`src/rtl/pwm_pkg.sv`:
```
// pwm_pkg
//   Shared definitions for the PWM gate-drive blocks and their benches.
//   - pwm_state_e : dead-time FSM state encodings (IDLE/HI_ON/LO_ON/DEAD)
//   - DEAD_MIN    : smallest dead interval; a programmed 0 is raised to this
//   - DEAD_RST    : dead_cfg value documented as the system default
package pwm_pkg;

  typedef enum logic [1:0] {
    ST_IDLE  = 2'd0,
    ST_HI_ON = 2'd1,
    ST_LO_ON = 2'd2,
    ST_DEAD  = 2'd3
  } pwm_state_e;

  localparam int unsigned DEAD_MIN = 1;
  localparam int unsigned DEAD_RST = 4;

endpackage : pwm_pkg

```
`src/rtl/pwm_dead_timer.sv`:
```
// pwm_dead_timer
//   Down-counter that times one dead interval.
//   Ports:
//     clk_i       system clock
//     rst_i       synchronous active-high reset (count cleared to 0)
//     load_i      load max(load_val_i, DEAD_MIN) into the counter
//     load_val_i  requested dead interval in clock cycles
//     dec_i       decrement request; the count never goes below DEAD_MIN
//     done_o      count has reached DEAD_MIN (last dead cycle)
module pwm_dead_timer
  import pwm_pkg::*;
#(
  parameter int CNT_W = 8
) (
  input  logic             clk_i,
  input  logic             rst_i,
  input  logic             load_i,
  input  logic [CNT_W-1:0] load_val_i,
  input  logic             dec_i,
  output logic             done_o
);

  logic [CNT_W-1:0] cnt_q;
  logic [CNT_W-1:0] cnt_d;
  logic [CNT_W-1:0] load_clamped;

  // Next count: load wins over decrement; decrement saturates at DEAD_MIN so it never wraps.
  always_comb begin
    load_clamped = (load_val_i < CNT_W'(DEAD_MIN)) ? CNT_W'(DEAD_MIN) : load_val_i;
    cnt_d        = cnt_q;
    if (load_i) begin
      cnt_d = load_clamped;
    end else if (dec_i && (cnt_q > CNT_W'(DEAD_MIN))) begin
      cnt_d = cnt_q - CNT_W'(1);
    end else begin
      cnt_d = cnt_q;
    end
  end

  // Count register.
  always_ff @(posedge clk_i) begin
    if (rst_i) begin
      cnt_q <= '0;
    end else begin
      cnt_q <= cnt_d;
    end
  end

  assign done_o = (cnt_q == CNT_W'(DEAD_MIN));

endmodule : pwm_dead_timer

```
`src/rtl/pwm_deadtime.sv`:
```
// pwm_deadtime
//   Turns a single-ended PWM stream into a complementary half-bridge
//   gate-drive pair with a programmable dead interval around every
//   switch-over. The two drives are decoded from a single next-state
//   value, so they can never be high together. All outputs are registered.
//   Optional macro: PWM_FAULT_EN adds a latched fault shutdown; without it
//   fault_i/fault_clr_i are ignored and fault_latched_o is tied low.
//   Ports:
//     clk_i            system clock
//     rst_i            synchronous active-high reset
//     en_i             1 = run, 0 = both drives low and FSM to IDLE
//     pwm_in_i         PWM stream from the generator
//     dead_cfg_i       dead interval in clock cycles (0 behaves as 1)
//     fault_i          fault request (PWM_FAULT_EN only)
//     fault_clr_i      fault latch clear (PWM_FAULT_EN only)
//     out_hi_o         high-side drive
//     out_lo_o         low-side drive
//     dead_active_o    1 while in a dead interval
//     fault_latched_o  latched fault status
module pwm_deadtime
  import pwm_pkg::*;
#(
  parameter int CNT_W = 8
) (
  input  logic             clk_i,
  input  logic             rst_i,
  input  logic             en_i,
  input  logic             pwm_in_i,
  input  logic [CNT_W-1:0] dead_cfg_i,
  input  logic             fault_i,
  input  logic             fault_clr_i,
  output logic             out_hi_o,
  output logic             out_lo_o,
  output logic             dead_active_o,
  output logic             fault_latched_o
);

  logic       pwm_q;
  pwm_state_e state_q;
  pwm_state_e state_d;
  logic       target_q;
  logic       target_d;
  logic       out_hi_q;
  logic       out_hi_d;
  logic       out_lo_q;
  logic       out_lo_d;
  logic       dead_q;
  logic       dead_d;
  logic       tmr_load;
  logic       tmr_dec;
  logic       tmr_done;
  logic       fault_force;

`ifdef PWM_FAULT_EN
  logic fault_latched_q;
  logic fault_latched_d;

  // Fault latch: a set request takes priority over a clear request.
  always_comb begin
    if (fault_i) begin
      fault_latched_d = 1'b1;
    end else if (fault_clr_i) begin
      fault_latched_d = 1'b0;
    end else begin
      fault_latched_d = fault_latched_q;
    end
  end

  // Fault latch register.
  always_ff @(posedge clk_i) begin
    if (rst_i) begin
      fault_latched_q <= 1'b0;
    end else begin
      fault_latched_q <= fault_latched_d;
    end
  end

  // The raw request is included so the drives drop on the same edge the latch sets.
  assign fault_force     = fault_i | fault_latched_q;
  assign fault_latched_o = fault_latched_q;
`else
  logic unused_fault_s;
  assign unused_fault_s  = fault_i ^ fault_clr_i;
  assign fault_force     = 1'b0;
  assign fault_latched_o = 1'b0;
`endif

  pwm_dead_timer #(
    .CNT_W (CNT_W)
  ) u_timer (
    .clk_i      (clk_i),
    .rst_i      (rst_i),
    .load_i     (tmr_load),
    .load_val_i (dead_cfg_i),
    .dec_i      (tmr_dec),
    .done_o     (tmr_done)
  );

  // State register, input sampling register and registered outputs.
  always_ff @(posedge clk_i) begin
    if (rst_i) begin
      pwm_q    <= 1'b0;
      state_q  <= ST_IDLE;
      target_q <= 1'b0;
      out_hi_q <= 1'b0;
      out_lo_q <= 1'b0;
      dead_q   <= 1'b0;
    end else begin
      pwm_q    <= pwm_in_i;
      state_q  <= state_d;
      target_q <= target_d;
      out_hi_q <= out_hi_d;
      out_lo_q <= out_lo_d;
      dead_q   <= dead_d;
    end
  end

  // Next-state logic. target_q remembers which side the current dead
  // interval leads to; a change of pwm_q during DEAD restarts the interval.
  always_comb begin
    state_d  = state_q;
    target_d = target_q;
    tmr_load = 1'b0;
    tmr_dec  = 1'b0;
    if (!en_i || fault_force) begin
      state_d = ST_IDLE;
    end else begin
      case (state_q)
        ST_IDLE: begin
          state_d  = ST_DEAD;
          target_d = pwm_q;
          tmr_load = 1'b1;
        end
        ST_HI_ON: begin
          if (!pwm_q) begin
            state_d  = ST_DEAD;
            target_d = 1'b0;
            tmr_load = 1'b1;
          end else begin
            state_d = ST_HI_ON;
          end
        end
        ST_LO_ON: begin
          if (pwm_q) begin
            state_d  = ST_DEAD;
            target_d = 1'b1;
            tmr_load = 1'b1;
          end else begin
            state_d = ST_LO_ON;
          end
        end
        ST_DEAD: begin
          if (pwm_q != target_q) begin
            target_d = pwm_q;
            tmr_load = 1'b1;
          end else if (tmr_done) begin
            state_d = target_q ? ST_HI_ON : ST_LO_ON;
          end else begin
            tmr_dec = 1'b1;
          end
        end
        default: begin
          state_d = ST_IDLE;
        end
      endcase
    end
  end

  // Output decode from the next state so the registered drives change on the transition edge.
  always_comb begin
    out_hi_d = 1'b0;
    out_lo_d = 1'b0;
    dead_d   = 1'b0;
    case (state_d)
      ST_HI_ON: out_hi_d = 1'b1;
      ST_LO_ON: out_lo_d = 1'b1;
      ST_DEAD:  dead_d   = 1'b1;
      default: begin
        out_hi_d = 1'b0;
        out_lo_d = 1'b0;
        dead_d   = 1'b0;
      end
    endcase
  end

  assign out_hi_o      = out_hi_q;
  assign out_lo_o      = out_lo_q;
  assign dead_active_o = dead_q;

endmodule : pwm_deadtime
```
`config.mk`:
```
export PLATFORM = sky130hd
export DESIGN_NAME = pwm_deadtime
export DESIGN_NICKNAME = d
export VERILOG_FILES = /design/src/rtl/pwm_pkg.sv /design/src/rtl/pwm_dead_timer.sv /design/src/rtl/pwm_deadtime.sv
export SDC_FILE = /design/constraint.sdc
export NUM_CORES = 1
export LEC_CHECK = 0
export CORE_MARGIN = 3
export CORE_UTILIZATION = 55
export DETAILED_ROUTE_END_ITERATION = 10
export GPL_ROUTABILITY_DRIVEN = 0
export HOLD_SLACK_MARGIN = 0.12
export PLACE_DENSITY = 0.92
export SKIP_LAST_GASP = 1
export SYNTH_ARGS = -nofsm -noshare
export SYNTH_HDL_FRONTEND = slang
export SYNTH_SLANG_ARGS = --single-unit
```
`constraint.sdc`:
```
create_clock -name clk_i -period 5.2 [get_ports clk_i]
set_clock_uncertainty 0.15 [all_clocks]
set_input_delay 1.04 -clock clk_i [delete_from_list [all_inputs] [get_ports clk_i]]
set_output_delay 1.04 -clock clk_i [all_outputs]
set_load 0.005 [all_outputs]
```
==> impl_metrics.csv, run 1 <==
group,metric,value,unit
clocking,clock_latency,0.29,ns
sta,fin_tns_setup,0,ns
worst_setup_path,r2r_slack,2.93,ns
drt,wl,2350,µm
floorplanning,fp.dieArea,0.00239,mm²
floorplanning,coreArea,0.00161,mm²
sta,hold_viol,0,
floorplanning,num_rows,14,
global_route,grt_overflow,0,
power,power_density,240,mW/mm²
sta,setup_viol,0,
yosys,synthTopCellsByCount,"dfxtp_1 (15), inv_1 (7), ha_1 (6), nand2_1 (6)",
clocking,numCtsBuffers,3,
yosys,ys_ff_latch,15,
global_route,grt_pass1_wl,4080,µm
global_route,antenna_found_initial,0,
yosys,synth.top_cell.area_share,29.7,%
yosys,seq_area_frac_synth,29.7,%
clocking,cts-htree-levels,1,
power,p_leak,0.000437,µW
place,dpl-instance-area,0.00115,mm²
yosys,synth_area_leaders,"dfxtp_1 (30%), ha_1 (7.4%), inv_1 (2.6%)",
clocking,cts_tree,"yes",
drt,wl_per_cell,15.1,µm
drt,vias_per_cell,6.64,
yosys,yosysTopAreaCell,"dfxtp_1",
clocking,cts_hold_buf,0,
worst_setup_path,worstPathArrival,2.83,ns
worst_setup_path,path_max_fanout,8,
layout,drive_gt1_share,9.09,%
yosys,yosysMostFrequentCell,"dfxtp_1",
place,dp_hpwl,1710,µm
drt,drtAntennaViolNets,0,
sta,fin_crit_sh,53.1,%
clocking,post_cts_resized,0,
clocking,clk_pin_slew,0.09,ns
layout,n_antenna_cell,0,
drt,drt-initial-drc-count,55,
min_path,hold_class,"register to register",
clocking,post_cts_buffers,0,
layout,final_nets,153,
worst_setup_path,cp-end-kind,"register",
outcome,outcome,"completed",
yosys,yosys_warnings,0,
yosys,syn_area,0.00101,mm²
yosys,synthArstFlopShare,0,%
place,io_buffers,14,
clocking,numClockSinks,15,
drt,drt-pass1-iter-count,4,
yosys,syn_inst,119,
floorplanning,die_w,48.9,µm
yosys,mappedNetlistNets,139,
layout,area_growth,16.8,%
worst_setup_path,start_kind,"primary input",
power,ir_drop,0.198,mV
sta,slew_violations,0,
drt,via_count,1036,
global_route,grt_max_degree,12,
yosys,synth_edf_count,0,
global_route,grt_pass1_vias,899,
yosys,yosys_most_used_dff,"dfxtp_1",
global_route,grt_usage,21.6,%
clocking,cts-root-buf,"clkbuf_4",
floorplanning,chipHeight,48.9,µm
run,drv_cap,0,
layout,final_area,0.00118,mm²
floorplanning,ios,18,
sta,maxClockFrequency,362,MHz
yosys,syn_avg_cell_area,8.51,µm²
floorplanning,initial_core_util,62.8,%
sta,rsz0062_at_grt,"no",
worst_setup_path,crit_type,"primary input to register",
yosys,synth.distinct_cells,46,
sta,fin_crit,2.76,ns
drt,drc,0,
worst_setup_path,required,5.27,ns
clocking,clk_path_buf_depth,2,
power by group:
part	total, µW	internal [µW]	switching (µW)
clock	68.0	28.6	39.4
sequential	135	123	11.6
combinational	81.3	38.6	42.7
sequential cells by signal, indices dropped and copies added, names as in the netlist:
name	cells
pwm_q	1
dead_active_o	1
target_q	1
out_lo_o	1
state_q	2
u_timer.cnt_q	8
out_hi_o	1
per-layer routing:
layer	part of all wire [%]	global-route usage [%]	wire length, µm
met1	42	29.7	998
met3	11	7.03	251
met4	1.9	5.69	44
met5	0	0	0
met2	45	32.1	1060
final cells by class:
class                      instances  area, µm²
sequential                        15        300
multi-input combinational         90        647
clock buffer                       3       22.5
tap                               24       30.0
inverter                           8       30.0
fill                             136        429
clock inverter                     1       5.00
timing repair buffer              15        148
path summary, 6_finish.rpt:
check | endpoint | startpoint | cells past startpoint
setup reg to reg | u_timer.cnt_q[5] | state_q[1] | 6
setup / recovery | u_timer.cnt_q[5] | en_i | 5
hold / removal | u_timer.cnt_q[7] | u_timer.cnt_q[7] | 2
hold reg to reg | u_timer.cnt_q[7] | u_timer.cnt_q[7] | 2
critical path, stage by stage:
cell and delay [ns]:
clkdlybuf4s50_1 0.63, nor2b_1 0.38, and3_1 0.24, or4b_1 0.44, o211ai_1 0.09
cells in the final DEF (no fill, tap or decap), types with 3 or more instances in the layout:
cell type and instances:
dfxtp_1 15, clkdlybuf4s50_1 14, inv_1 7, nand2_1 6, ha_1 6, nor2_1 5
a21oi_1 5, a31oi_1 4, nand3_1 4, nor3_1 4, nor4_1 3, o221ai_1 3
a211oi_1 3, nor2b_1 3, or4_1 3, o31ai_1 3, o21ai_0 3, o211ai_1 3
nand4_1 3, clkbuf_4 3
stage by stage:
step / instances / hold WS (ns) / utilization (%) / power, µW / worst slack, ns
global placement: 152 / 0.355 / 71.7 / 212 / 2.18
finish: 156 / 0.404 / 73.4 / 284 / 2.44
CTS: 156 / 0.398 / 73.4 / 283 / 2.46
detailed placement: 152 / 0.385 / 71.7 / 216 / 2.16
global route: 156 / 0.425 / 73.4 / 304 / 2.33
floorplan: 119 / 0.331 / - / 193 / 2.76
logic make-up after synthesis:
logic type | after synthesis | share of synthesized area [%]
flops | 15 | 29.7
mux | 2 | 2.10
xor+xnor | 3 | 2.60
fa+ha+maj | 6 | 7.42
simple gates | 44 | 26.3
buf+inv | 14 | 6.43
compound gates | 34 | 25.1
other cells | 1 | 0.370
Power figures use the tool's default switching activity.
==> run 2: changes to the inputs <==
--- a/config.mk
+++ b/config.mk
@@ -6,11 +6,11 @@
 export NUM_CORES = 1
 export LEC_CHECK = 0
 export CORE_MARGIN = 3
-export CORE_UTILIZATION = 55
+export CORE_UTILIZATION = 51
 export DETAILED_ROUTE_END_ITERATION = 10
 export GPL_ROUTABILITY_DRIVEN = 0
 export HOLD_SLACK_MARGIN = 0.12
-export PLACE_DENSITY = 0.92
+export PLACE_DENSITY = 0.87
 export SKIP_LAST_GASP = 1
 export SYNTH_ARGS = -nofsm -noshare
 export SYNTH_HDL_FRONTEND = slang
==> constraint.sdc (replaced) <==
create_clock -name clk_i -period 2.8 [get_ports clk_i]
set_clock_uncertainty 0.15 [all_clocks]
set_input_delay 0.56 -clock clk_i [delete_from_list [all_inputs] [get_ports clk_i]]
set_output_delay 0.56 -clock clk_i [all_outputs]
set_load 0.005 [all_outputs]
==> run 2 against run 1 <==
Against the previous run: utilization shrank 7.3 points; design area grew 0.74%; sequential cell count is the same; sequential power grew 87%; critical path depth grew 1; via count shrank 1.1%; sequential share of layout area shrank 0.19 points; clock power grew 82%; largest power group unchanged; die area grew 6.9%; first-iteration DRC count shrank 1.8%; routed wire length grew 4.9%; highest routed layer unchanged.
==> impl_metrics.csv, run 2 (synthesis results as in run 1) <==
group,metric,value,unit
worst_setup_path,path_max_fanout,7,
drt,drtAntennaViolNets,0,
place,dpl.cell_count,154,
layout,drive_gt1_share,9.77,%
global_route,grt_pass1_wl,4110,µm
place,dp_hpwl,1820,µm
drt,wl_per_cell,15.6,µm
global_route,grt_pass1_vias,940,
sta,fin_crit,2.29,ns
outcome,outcome,"completed",
power,ir_drop,0.348,mV
clocking,clk_pin_slew,0.08,ns
place,io_buffers,14,
worst_setup_path,reg2reg_from,"state_q[1]",
worst_setup_path,required,2.87,ns
floorplanning,ios,18,
layout,layout.cells.non_filler,158,
power,power_density,444,mW/mm²
floorplanning,num_rows,15,
layout,top_register,"u_timer.cnt_q",
layout,seq_area,300,µm²
worst_setup_path,worstPathArrival,2.35,ns
run,drv_cap,0,
drt,drt-initial-drc-count,54,
layout,area_growth,17.7,%
global_route,grt_overflow,0,
clocking,post_cts_resized,0,
drt,wl,2470,µm
layout,n_antenna_cell,0,
global_route,grt_max_degree,12,
floorplanning,initial_core_util,56.2,%
worst_setup_path,crit_type,"register to register",
global_route,grt_usage,20.9,%
layout,nFillCells,161,
clocking,clock_latency,0.29,ns
clocking,cts_hold_buf,0,
drt,vias_per_cell,6.49,
floorplanning,fp.dieArea,0.00256,mm²
worst_setup_path,cp-end-kind,"register",
drt,drc,0,
drt,via_count,1025,
global_route,antenna_found_initial,0,
sta,fin_tns_setup,0,ns
clocking,clk_path_buf_depth,2,
sta,hold_viol,0,
clocking,numClockSinks,15,
sta,setup_viol,0,
sta,slew_violations,0,
min_path,worstHoldStart,"u_timer.cnt_q[7]",
clocking,numCtsBuffers,3,
layout,largest_register_ffs,8,
clocking,cts-root-buf,"clkbuf_4",
sta,rsz0062_at_grt,"no",
layout,mostFrequentLayoutCells,"dfxtp_1 (15), clkdlybuf4s50_1 (14), inv_1 (7), nand2_1 (6), ha_1 (6)",
floorplanning,coreArea,0.00180,mm²
layout,largestRegisters,"u_timer.cnt_q x8, state_q x2",
drt,drt-pass1-iter-count,4,
floorplanning,chipHeight,50.6,µm
power,p_leak,0.000442,µW
layout,final_nets,154,
clocking,post_cts_buffers,0,
floorplanning,die_w,50.6,µm
layout,layout_commonest_cell,"dfxtp_1",
layout,multiInputGateArea,647,µm²
sta,fin_crit_sh,81.7,%
sta,maxClockFrequency,437,MHz
min_path,hold_class,"register to register",
worst_setup_path,critPathLaunch,"state_q[1]",
clocking,cts-htree-levels,1,
clocking,cts_tree,"yes",
worst_setup_path,start_kind,"register",
run 2: power by group:
part	switching, µW	leakage, µW	internal (µW)
registers	22.8	0.000123	229
logic	79.9	0.000301	72.6
clock network	70.9	0.0000177	53.2
run 2: worst max-delay path, cell delays in order (launching register included):
cell and delay (ns):
dfxtp_1 0.45, inv_1 0.12, ha_1 0.24, a2111o_1 0.43, o31a_1 0.19, or4b_1 0.55, o211ai_1 0.09
run 2: layer usage:
metal  part of all wire [%]  vias to the layer above  global-route usage [%]
met2                     47                       59                    33.5
met5                      0                        -                       0
met4                    1.9                        0                    7.62
met3                    9.1                       12                    8.01
li1                       -                      487                       -
met1                     41                      467                    25.3
run 2: worst paths after layout:
kind	slack, ns	cells past startpoint	end
worst max-delay path	0.51	6	u_timer.cnt_q[5]
worst max register to register	0.51	6	u_timer.cnt_q[5]
worst min-delay path	0.39	2	u_timer.cnt_q[7]
worst min register to register	0.39	2	u_timer.cnt_q[7]
run 2: layout make-up:
type,instances,share of cell area (%)
Tap cell,25,2.63
Clock buffer,3,1.89
Sequential cell,15,25.2
Inverter,8,2.52
Clock inverter,1,0.420
Timing Repair Buffer,16,13.0
Multi-Input combinational cell,90,54.3
run 2: through the flow:
step	hold WS (ns)	instance area, µm²	power (µW)	setup slack (ns)	utilization [%]
2_1_floorplan	0.331	1010	358	0.734	-
3_3_place_gp	0.362	1160	397	0.459	64.6
3_5_place_dp	0.372	1160	403	0.430	64.6
4_1_cts	0.385	1190	529	0.548	66.1
5_1_grt	0.404	1190	560	0.432	66.1
6_report	0.391	1190	529	0.514	66.1
